## config.mk

```make
export PLATFORM = sky130hd
export DESIGN_NAME = branch_predictor_btb_flat
export DESIGN_NICKNAME = d
export VERILOG_FILES = /design/src/rtl/branch_predictor_btb_if.sv /design/src/rtl/branch_predictor_btb.sv /design/src/flat_wrapper.sv
export SDC_FILE = /design/constraint.sdc
export NUM_CORES = 2
export LEC_CHECK = 0
export ABC_AREA = 1
export ABC_CLOCK_PERIOD_IN_PS = 3540
export CAP_MARGIN = 10
export CORE_MARGIN = 2
export CORE_UTILIZATION = 28
export DETAILED_ROUTE_END_ITERATION = 10
export PLACE_DENSITY_LB_ADDON = 0.2
export SKIP_LAST_GASP = 1
export SYNTH_ARGS = -nofsm -noshare
export SYNTH_HDL_FRONTEND = slang
export SYNTH_SLANG_ARGS = --single-unit
```

## constraint.sdc

```tcl
create_clock -name clk -period 3.54 [get_ports clk]
set_input_delay 0.354 -clock clk [delete_from_list [all_inputs] [get_ports clk]]
set_output_delay 0.354 -clock clk [all_outputs]
set_load 0.02 [all_outputs]
```

## src/rtl/branch_predictor_btb_if.sv

```systemverilog
// Fetch/decode side bundle of the branch predictor.
// The pipeline is the master; the predictor is the slave.
interface branch_predictor_btb_if #(
    parameter int XLEN = 32
);
    logic [XLEN-1:0] pc_IF;
    logic            pred_taken_IF;
    logic [XLEN-1:0] pred_target_IF;
    logic            stall_FD;
    logic            flush_FD;
    logic            valid_ID;
    logic [XLEN-1:0] pc_ID;
    logic            is_branch_ID;
    logic            taken_ID;
    logic [XLEN-1:0] target_ID;
    logic            redirect_ID;
    logic [XLEN-1:0] redirect_pc_ID;
    logic [31:0]     branch_cnt;
    logic [31:0]     mispredict_cnt;

    modport master (
        output pc_IF, stall_FD, flush_FD, valid_ID, pc_ID,
        output is_branch_ID, taken_ID, target_ID,
        input  pred_taken_IF, pred_target_IF,
        input  redirect_ID, redirect_pc_ID,
        input  branch_cnt, mispredict_cnt
    );

    modport slave (
        input  pc_IF, stall_FD, flush_FD, valid_ID, pc_ID,
        input  is_branch_ID, taken_ID, target_ID,
        output pred_taken_IF, pred_target_IF,
        output redirect_ID, redirect_pc_ID,
        output branch_cnt, mispredict_cnt
    );
endinterface

```

## src/rtl/branch_predictor_btb.sv

```systemverilog
// Direct-mapped BTB with saturating counters, IF-stage lookup,
// ID-stage mispredict detection and training, plus statistics.
module branch_predictor_btb #(
    parameter int XLEN       = 32,
    parameter int ENTRIES    = 16,
    parameter int CNT_W      = 2,
    parameter bit PREDICT_EN = 1'b1
) (
    input  logic                clk,
    input  logic                rst,
    branch_predictor_btb_if.slave bus
);
    localparam int IDX_W = $clog2(ENTRIES);
    localparam int TAG_W = XLEN - IDX_W - 2;
    localparam logic [XLEN-1:0]  PC_STEP = XLEN'(4);
    localparam logic [CNT_W-1:0] CTR_WT  = CNT_W'(1) << (CNT_W - 1);
    localparam logic [CNT_W-1:0] CTR_WNT = CTR_WT - CNT_W'(1);

    logic [ENTRIES-1:0] r_valid;
    logic [TAG_W-1:0]   r_tag    [ENTRIES];
    logic [XLEN-1:0]    r_target [ENTRIES];
    logic [CNT_W-1:0]   r_ctr    [ENTRIES];

    logic               r_pred_taken;
    logic [XLEN-1:0]    r_pred_target;
    logic [31:0]        r_branch_cnt;
    logic [31:0]        r_mispredict_cnt;

    logic [IDX_W-1:0]   w_if_idx;
    logic [TAG_W-1:0]   w_if_tag;
    logic               w_if_hit;
    logic               w_pred_taken;
    logic [XLEN-1:0]    w_if_pc4;
    logic [XLEN-1:0]    w_pred_target;

    logic [IDX_W-1:0]   w_id_idx;
    logic [TAG_W-1:0]   w_id_tag;
    logic               w_id_hit;
    logic [XLEN-1:0]    w_id_pc4;
    logic [XLEN-1:0]    w_actual;
    logic [XLEN-1:0]    w_predicted;
    logic               w_redirect;
    logic               w_accept;
    logic               w_train_br;
    logic               w_train_inv;
    logic [CNT_W-1:0]   w_ctr_cur;
    logic [CNT_W-1:0]   w_ctr_nxt;
    logic               w_unused;

    assign w_unused = ^{bus.pc_IF[1:0], bus.pc_ID[1:0]};

    assign w_if_idx      = bus.pc_IF[IDX_W+1:2];
    assign w_if_tag      = bus.pc_IF[XLEN-1:IDX_W+2];
    assign w_if_hit      = r_valid[w_if_idx] && (r_tag[w_if_idx] == w_if_tag);
    assign w_pred_taken  = PREDICT_EN && w_if_hit && r_ctr[w_if_idx][CNT_W-1];
    assign w_if_pc4      = bus.pc_IF + PC_STEP;
    assign w_pred_target = w_pred_taken ? r_target[w_if_idx] : w_if_pc4;

    assign bus.pred_taken_IF  = w_pred_taken;
    assign bus.pred_target_IF = w_pred_target;

    assign w_id_idx    = bus.pc_ID[IDX_W+1:2];
    assign w_id_tag    = bus.pc_ID[XLEN-1:IDX_W+2];
    assign w_id_hit    = r_valid[w_id_idx] && (r_tag[w_id_idx] == w_id_tag);
    assign w_id_pc4    = bus.pc_ID + PC_STEP;
    assign w_actual    = (bus.is_branch_ID && bus.taken_ID) ? bus.target_ID : w_id_pc4;
    assign w_predicted = r_pred_taken ? r_pred_target : w_id_pc4;
    // Full-address compare: right direction with a stale target still redirects.
    assign w_redirect  = bus.valid_ID && (w_actual != w_predicted);

    assign bus.redirect_ID    = w_redirect;
    assign bus.redirect_pc_ID = w_actual;

    assign w_accept    = bus.valid_ID && !bus.stall_FD;
    assign w_train_br  = PREDICT_EN && w_accept && bus.is_branch_ID;
    assign w_train_inv = PREDICT_EN && w_accept && !bus.is_branch_ID && w_id_hit;

    assign bus.branch_cnt     = r_branch_cnt;
    assign bus.mispredict_cnt = r_mispredict_cnt;

    // Saturating counter step for the entry being trained.
    always_comb begin
        w_ctr_cur = r_ctr[w_id_idx];
        w_ctr_nxt = w_ctr_cur;
        if (bus.taken_ID) begin
            if (w_ctr_cur != {CNT_W{1'b1}}) w_ctr_nxt = w_ctr_cur + CNT_W'(1);
        end else begin
            if (w_ctr_cur != '0) w_ctr_nxt = w_ctr_cur - CNT_W'(1);
        end
    end

    // IF/ID-aligned prediction register; flush beats stall.
    always_ff @(posedge clk) begin
        if (!rst) begin
            r_pred_taken  <= 1'b0;
            r_pred_target <= '0;
        end else if (bus.flush_FD) begin
            r_pred_taken  <= 1'b0;
            r_pred_target <= '0;
        end else if (!bus.stall_FD) begin
            r_pred_taken  <= w_pred_taken;
            r_pred_target <= w_pred_target;
        end
    end

    // Entry valid bits: allocate on branch, drop on non-branch alias.
    always_ff @(posedge clk) begin
        if (!rst) begin
            r_valid <= '0;
        end else if (w_train_br) begin
            r_valid[w_id_idx] <= 1'b1;
        end else if (w_train_inv) begin
            r_valid[w_id_idx] <= 1'b0;
        end
    end

    // Entry payload: allocate on miss, update counter/target on hit.
    always_ff @(posedge clk) begin
        if (rst && w_train_br) begin
            if (!w_id_hit) begin
                r_tag[w_id_idx]    <= w_id_tag;
                r_target[w_id_idx] <= bus.target_ID;
                r_ctr[w_id_idx]    <= bus.taken_ID ? CTR_WT : CTR_WNT;
            end else begin
                r_ctr[w_id_idx] <= w_ctr_nxt;
                if (bus.taken_ID) r_target[w_id_idx] <= bus.target_ID;
            end
        end
    end

    // Statistics counters, wrapping modulo 2^32.
    always_ff @(posedge clk) begin
        if (!rst) begin
            r_branch_cnt     <= '0;
            r_mispredict_cnt <= '0;
        end else begin
            if (w_accept && bus.is_branch_ID) r_branch_cnt <= r_branch_cnt + 32'd1;
            if (w_accept && w_redirect) r_mispredict_cnt <= r_mispredict_cnt + 32'd1;
        end
    end
endmodule

```

## src/flat_wrapper.sv

```systemverilog
// flat-port wrapper written by rule: the top's interface ports become plain ports
module branch_predictor_btb_flat 
#(
    parameter int XLEN       = 32,
    parameter int ENTRIES    = 16,
    parameter int CNT_W      = 2,
    parameter bit PREDICT_EN = 1'b1
)
  (clk, rst, bus_pc_IF, bus_stall_FD, bus_flush_FD, bus_valid_ID, bus_pc_ID, bus_is_branch_ID, bus_taken_ID, bus_target_ID, bus_pred_taken_IF, bus_pred_target_IF, bus_redirect_ID, bus_redirect_pc_ID, bus_branch_cnt, bus_mispredict_cnt);
  branch_predictor_btb_if #(.XLEN(XLEN)) bus_i ();
  input  logic clk;
  input  logic rst;
  input wire logic [$bits(bus_i.pc_IF)-1:0] bus_pc_IF;
  input wire logic [$bits(bus_i.stall_FD)-1:0] bus_stall_FD;
  input wire logic [$bits(bus_i.flush_FD)-1:0] bus_flush_FD;
  input wire logic [$bits(bus_i.valid_ID)-1:0] bus_valid_ID;
  input wire logic [$bits(bus_i.pc_ID)-1:0] bus_pc_ID;
  input wire logic [$bits(bus_i.is_branch_ID)-1:0] bus_is_branch_ID;
  input wire logic [$bits(bus_i.taken_ID)-1:0] bus_taken_ID;
  input wire logic [$bits(bus_i.target_ID)-1:0] bus_target_ID;
  output wire logic [$bits(bus_i.pred_taken_IF)-1:0] bus_pred_taken_IF;
  output wire logic [$bits(bus_i.pred_target_IF)-1:0] bus_pred_target_IF;
  output wire logic [$bits(bus_i.redirect_ID)-1:0] bus_redirect_ID;
  output wire logic [$bits(bus_i.redirect_pc_ID)-1:0] bus_redirect_pc_ID;
  output wire logic [$bits(bus_i.branch_cnt)-1:0] bus_branch_cnt;
  output wire logic [$bits(bus_i.mispredict_cnt)-1:0] bus_mispredict_cnt;
  assign bus_i.pc_IF = bus_pc_IF;
  assign bus_i.stall_FD = bus_stall_FD;
  assign bus_i.flush_FD = bus_flush_FD;
  assign bus_i.valid_ID = bus_valid_ID;
  assign bus_i.pc_ID = bus_pc_ID;
  assign bus_i.is_branch_ID = bus_is_branch_ID;
  assign bus_i.taken_ID = bus_taken_ID;
  assign bus_i.target_ID = bus_target_ID;
  assign bus_pred_taken_IF = bus_i.pred_taken_IF;
  assign bus_pred_target_IF = bus_i.pred_target_IF;
  assign bus_redirect_ID = bus_i.redirect_ID;
  assign bus_redirect_pc_ID = bus_i.redirect_pc_ID;
  assign bus_branch_cnt = bus_i.branch_cnt;
  assign bus_mispredict_cnt = bus_i.mispredict_cnt;
  branch_predictor_btb #(.XLEN(XLEN), .ENTRIES(ENTRIES), .CNT_W(CNT_W), .PREDICT_EN(PREDICT_EN)) u_core (.clk(clk), .rst(rst), .bus(bus_i));
endmodule
```

# [Word-level counts from Yosys, hierarchy flattened]
# Memory sizes are Yosys's and may differ from the RTL's.
# Index checks and enable logic that the tools add are counted.
[totals] ff_bits=113 latchBits=0 mem_bits_rw=960 mem_bits_ro=0 output_inout_bits=130 n_memories=3
[classes] addsub=6 n_mul=0 n_div=0 order_cmp=3 n_eq_ne=4 n_shift=0 n_mux=27 bitwise=6 reduce_logical=17
[memory_table] name="u_core.r_target" depth=16 width=32 rd=1 rd_clocked_by_memory_dff=0 write_ports=1 line_no="branch_predictor_btb.sv:21" rtl="logic [XLEN-1:0] r_target [ENTRIES];"
[memory_table] name="u_core.r_tag" depth=16 width=26 rd=2 rd_clocked_by_memory_dff=0 write_ports=1 line_no="branch_predictor_btb.sv:20" rtl="logic [TAG_W-1:0] r_tag [ENTRIES];"
[memory_table] name="u_core.r_ctr" depth=16 width=2 rd=2 rd_clocked_by_memory_dff=0 write_ports=1 line_no="branch_predictor_btb.sv:22" rtl="logic [CNT_W-1:0] r_ctr [ENTRIES];"
[ops] op="$mux W32" count=4
[ops] op="$add A32 B1 Y32 const B" count=2
[ops] op="$add A32 B3 Y32 const B" count=2
[ops] op="$eq A26 B26 Y1" count=2
[ops] op="$mux W16" count=2
[ops] op="$ne A32 B32 Y1" count=1
[ops] op="$and A16 B16 Y16" count=1
[ops] op="$not A16 Y16" count=1
[ops] op="$or A16 B16 Y16" count=1
[ops] op="$mux W1" count=13
[ops] op="$logic_and A1 B1 Y1" count=12
[ops] op="$lt A4 B5 Y1 const B" count=2
[ops] op="$mux W2" count=5
[ops] op="$bmux W1 S4" count=2
[ops] op="$demux W1 S4" count=1
[ops] op="$ge A4 B1 Y1 const B" count=1
[ops] op="$reduce_bool A2 Y1" count=2
[ops] op="$add A2 B1 Y2 const B" count=1
[ops] op="$logic_not A1 Y1" count=2
[ops] op="$ne A2 B2 Y1 const B" count=1
[ops] op="$or A1 B1 Y1" count=2
[ops] op="$reduce_or A2 Y1" count=1
[ops] op="$sub A2 B1 Y2 const B" count=1
[ops] op="$not A1 Y1" count=1

# [Logic depth before layout (Yosys ltp)]
[depth] ltp_word=8 mapped_depth=26

# [Worst setup path before layout]
# Ideal clock, no wire load.
[synth_path] path_type="input-to-reg" start="input port bus_pc_ID[2]" end="memory u_core.r_tag[10][0] (netlist name) (enable)" t_arrival_ns=3.209 setup_slack_ns=-0.078 stages=18 cell_sequence="buf_2 inv_2 buf_2 buf_2 buf_2 o21ai_0 o21ai_0 nand2_1 nand2_1 nor3_1 a21oi_1 nand3_1 nor2_1 nand2_1 nor2_1 buf_2 buf_2 nor2_1"
[synth_between] elab_chain_len=6 elab_cells_between_ends=8 cone_classes="1 x eq/ne; 5 x mux; 1 x reduce/logical; 1 x memory"
[synth_lines] element="start: declaration" line_no="flat_wrapper.sv:17" rtl="input wire logic [$bits(bus_i.pc_ID)-1:0] bus_pc_ID;"
[synth_lines] element="$mem_v2 Z16 W26 or $bmux W1 S4 (tied branches)"
[synth_lines] element="$eq A26 B26 Y1 or $mux W1 (tied branches)" line_no="branch_predictor_btb.sv:64" rtl="assign w_id_hit = r_valid[w_id_idx] && (r_tag[w_id_idx] == w_id_tag);"
[synth_lines] element="$logic_and A1 B1 Y1" line_no="branch_predictor_btb.sv:64"
[synth_lines] element="$mux W1" line_no="branch_predictor_btb.sv:120" rtl="if (!w_id_hit) begin"
[synth_lines] element="$mux W1" line_no="branch_predictor_btb.sv:119" rtl="if (rst && w_train_br) begin"
[synth_lines] element="$mux W1 (implied by the code)" line_no="branch_predictor_btb.sv:121" rtl="r_tag[w_id_idx] <= w_id_tag;"
[synth_lines] element="end: declaration" line_no="branch_predictor_btb.sv:20"
# Parallel ways exist; a longest one is shown, timed or not. The select of a mux whose other input is x is not followed.

==> impl_metrics.py <==
metrics = {
    "outcome": {
        "status": "finished, violations left",
        "violations": "setup timing",
    },
    "timing": {
        "worst_slack_ns": -0.124,
        "rsz0062_at_grt": "yes",
        "slew_headroom_pct": 38.3,
        "fin_worst_skew_ns": 0.0459,
        "fin_crit_ns": 3.66,
        "slew_violations": 0,
        "final.period_utilization_pct": 104,
        "clock.fmax_mhz": 273,
        "worst_pin_slew_ns": 0.918,
        "fin_setup_tns_ns": -1.29,
        "setup_viol": 22,
        "finalHoldViolations": 0,
    },
    "clocking": {
        "hold_buffers": 0,
        "clk_latency_ns": 0.80,
        "path_clk_slew_ns": 0.06,
        "cts_tree": "built",
        "root_buffer": "clkbuf_16",
        "clockBufferDepth": 3,
        "cts.sinks": 1073,
        "htreeDepth": 4,
        "numCtsBuffers": 130,
    },
    "critical_path": {
        "arrival_ns": 3.31,
        "cp_max_fo": 8,
        "cp-start-kind": "register",
        "required_ns": 3.19,
        "endpoint_kind": "output port",
        "critical_path_class": "reg -> out",
    },
    "synth": {
        "syn_inst": 5697,
        "synthArstFlopShare_pct": 0,
        "synth.ff_latch_count": 1073,
        "synth_top_cell_by_area": "edfxtp_1",
        "yosysTopAreaCellShare_pct": 55.0,
        "synthFlopType": "edfxtp_1",
        "synthTopCellsByArea": "edfxtp_1 (55%), nand2_1 (12%), dfxtp_1 (4.3%)",
        "synth_edf_count": 960,
        "synth.net_count": 5807,
        "ys_types": 47,
        "ys_seq_area_share_pct": 59.4,
        "netlist_area_um2": 52400,
        "yosys_warnings": 0,
        "syn_area_per_cell_um2": 9.19,
    },
    "layout": {
        "drive_above_1_share_pct": 19.3,
        "layout_common_cells": "nand2_1 (1525), edfxtp_1 (960), buf_4 (587)",
        "fin_nets": 6595,
        "area_delta_synth_final_pct": 31.8,
        "fillCellCount": 18530,
        "mostFrequentLayoutCell": "nand2_1",
        "regArea_um2": 31100,
        "multi_input_area_um2": 19000,
    },
    "power": {
        "p_leak_nw": 27.1,
        "ir_drop_mv": 0.453,
        "power_density_nw_per_um2": 443,
    },
    "grt": {
        "grt-ovfl-total": 0,
        "grt_pass1_wl_um": 318000,
        "grt_max_degree": 56,
        "antenna_found_initial": 8,
        "grt_pass1_vias": 43463,
        "grt_use_total_pct": 23.1,
    },
    "place": {
        "globalplace.congestion": 0.966,
        "dp_hpwl_um": 163000,
        "dp_worst_setup_slack_ns": -0.649,
        "io_buffers": 232,
    },
    "die": {
        "start_util_pct": 28.2,
        "dieHeight_um": 437,
        "dieWidth_um": 437,
        "core_area_um2": 186000,
        "die_area_um2": 191000,
        "boundaryPins": 233,
        "num_rows": 158,
    },
    "route": {
        "drtIter0Drc": 4662,
        "drcViolationCount": 0,
        "drtAntennaViolNets": 0,
        "vias": 45518,
        "drt_pass1_iterations": 6,
        "viasPerCell": 5.02,
        "drt-total-wl_um": 225000,
        "avgRoutedWirePerCell_um": 24.8,
    },
    "flow_run": {
        "maxCapViolations": 0,
    },
    "worst_hold_path": {
        "hp-class": "in -> reg",
    },
}
==> cell usage after synthesis, types with 18 or more instances <==
master	number
a21boi_0	18
a21oi_1	245
a221oi_1	42
a22oi_1	128
a31oi_1	27
buf_1	34
buf_2	99
buf_4	35
clkbuf_1	125
dfxtp_1	113
edfxtp_1	960
inv_1	497
nand2_1	1627
nand3_1	403
nand4_1	39
nor2_1	518
nor3_1	51
o211ai_1	124
o21ai_0	361
o21ai_1	27
or2_2	22
xor2_1	62
==> per-stage QoR <==
step | area [µm²] | total power [W] | std cells | utilization [%] | hold WS [ns]
2_1_floorplan | 52400 | 0.0157 | 5697 | - | 0.453
5_1_grt | 69100 | 0.0315 | 9069 | 37.2 | 0.303
3_3_place_gp | 63900 | 0.0178 | 8812 | 34.4 | 0.458
3_5_place_dp | 63900 | 0.0178 | 8812 | 34.4 | 0.467
6_report | 69100 | 0.0306 | 9069 | 37.2 | 0.295
4_1_cts | 68600 | 0.0307 | 9058 | 37.0 | 0.229
==> kinds of logic (layout without fill, tap and decap cells) <==
family                     count (synthesis)  after routing  synth area share, %
AOI/OAI and AO/OA                       1021           1021                 11.7
xor gates and xnor gates                  72             72                 1.20
adders and majority gates                  7              7                0.167
buffers and inverters                    820           1711                 6.58
DFF                                     1073           1073                 59.4
other                                      0              1                    0
and+or+nand+nor                         2704           2704                 21.0
==> power by group <==
part | internal [W] | switching [W] | total (W)
logic | 0.00138 | 0.00244 | 0.00382
registers | 0.0138 | 0.0000318 | 0.0139
clock network | 0.00723 | 0.00565 | 0.0129
==> flip-flops by register name, indices dropped and copies added (netlist names), named ones only <==
register / cells
u_core.bus.mispredict_cnt: 32
u_core.r_ctr: 32
u_core.r_pred_taken: 1
u_core.r_target: 512
u_core.r_tag: 416
u_core.bus.branch_cnt: 32
u_core.r_pred_target: 32
==> path summary, 6_finish.rpt <==
check | from | endpoint | slack [ns] | cells past startpoint
max | u_core.r_tag[2][14] | bus_pred_target_IF[11] | -0.12 | 17
min | bus_pc_ID[3] | register | 0.30 | 7
min reg2reg | u_core.bus.branch_cnt[30] | u_core.bus.branch_cnt[30] | 0.48 | 2
max reg2reg | u_core.r_tag[15][20] | u_core.r_tag[9][2] | 0.21 | 24
==> per-layer routing <==
metal	track usage (%)	vias to the layer above	part of all wire [%]
met4	10.1	6	4.7
met3	3.30	394	6.0
met2	38.1	1701	47
li1	-	21073	-
met5	0	-	0.018
met1	30.0	22344	42
==> worst max-delay path: stages (launching register included) <==
cell and delay, ns:
edfxtp_1 0.41, o211ai_1 0.25, nand3_2 0.15, nand3_2 0.15, nand2_2 0.07, nand2_1 0.06, nand2_1 0.06, nor2_2 0.11
nand2_1 0.08, nor2_2 0.16, nand2_4 0.11, nor2_4 0.16, buf_6 0.16, buf_16 0.17, buf_8 0.13, nand2_4 0.05
nand2_4 0.10, buf_6 0.12
==> area by class of cell <==
type | count | share of cell area [%]
diodes | 1 | 0.00362
clock buffers | 167 | 4.97
clock inverters | 68 | 0.879
inverters | 511 | 2.80
multi-input cells | 3804 | 27.5
flip-flops and latches | 1073 | 45.0
well taps | 2480 | 4.49
repair buffers | 965 | 14.3
==> what timing repair did <==
item	in CTS	in global routing
gates cloned	3	0
gates resized for setup	311	140
pin swaps	62	76
buffers inserted	21	16
endpoints found under the setup margin	34	34
Note: power is estimated with default switching activity, not from simulation.
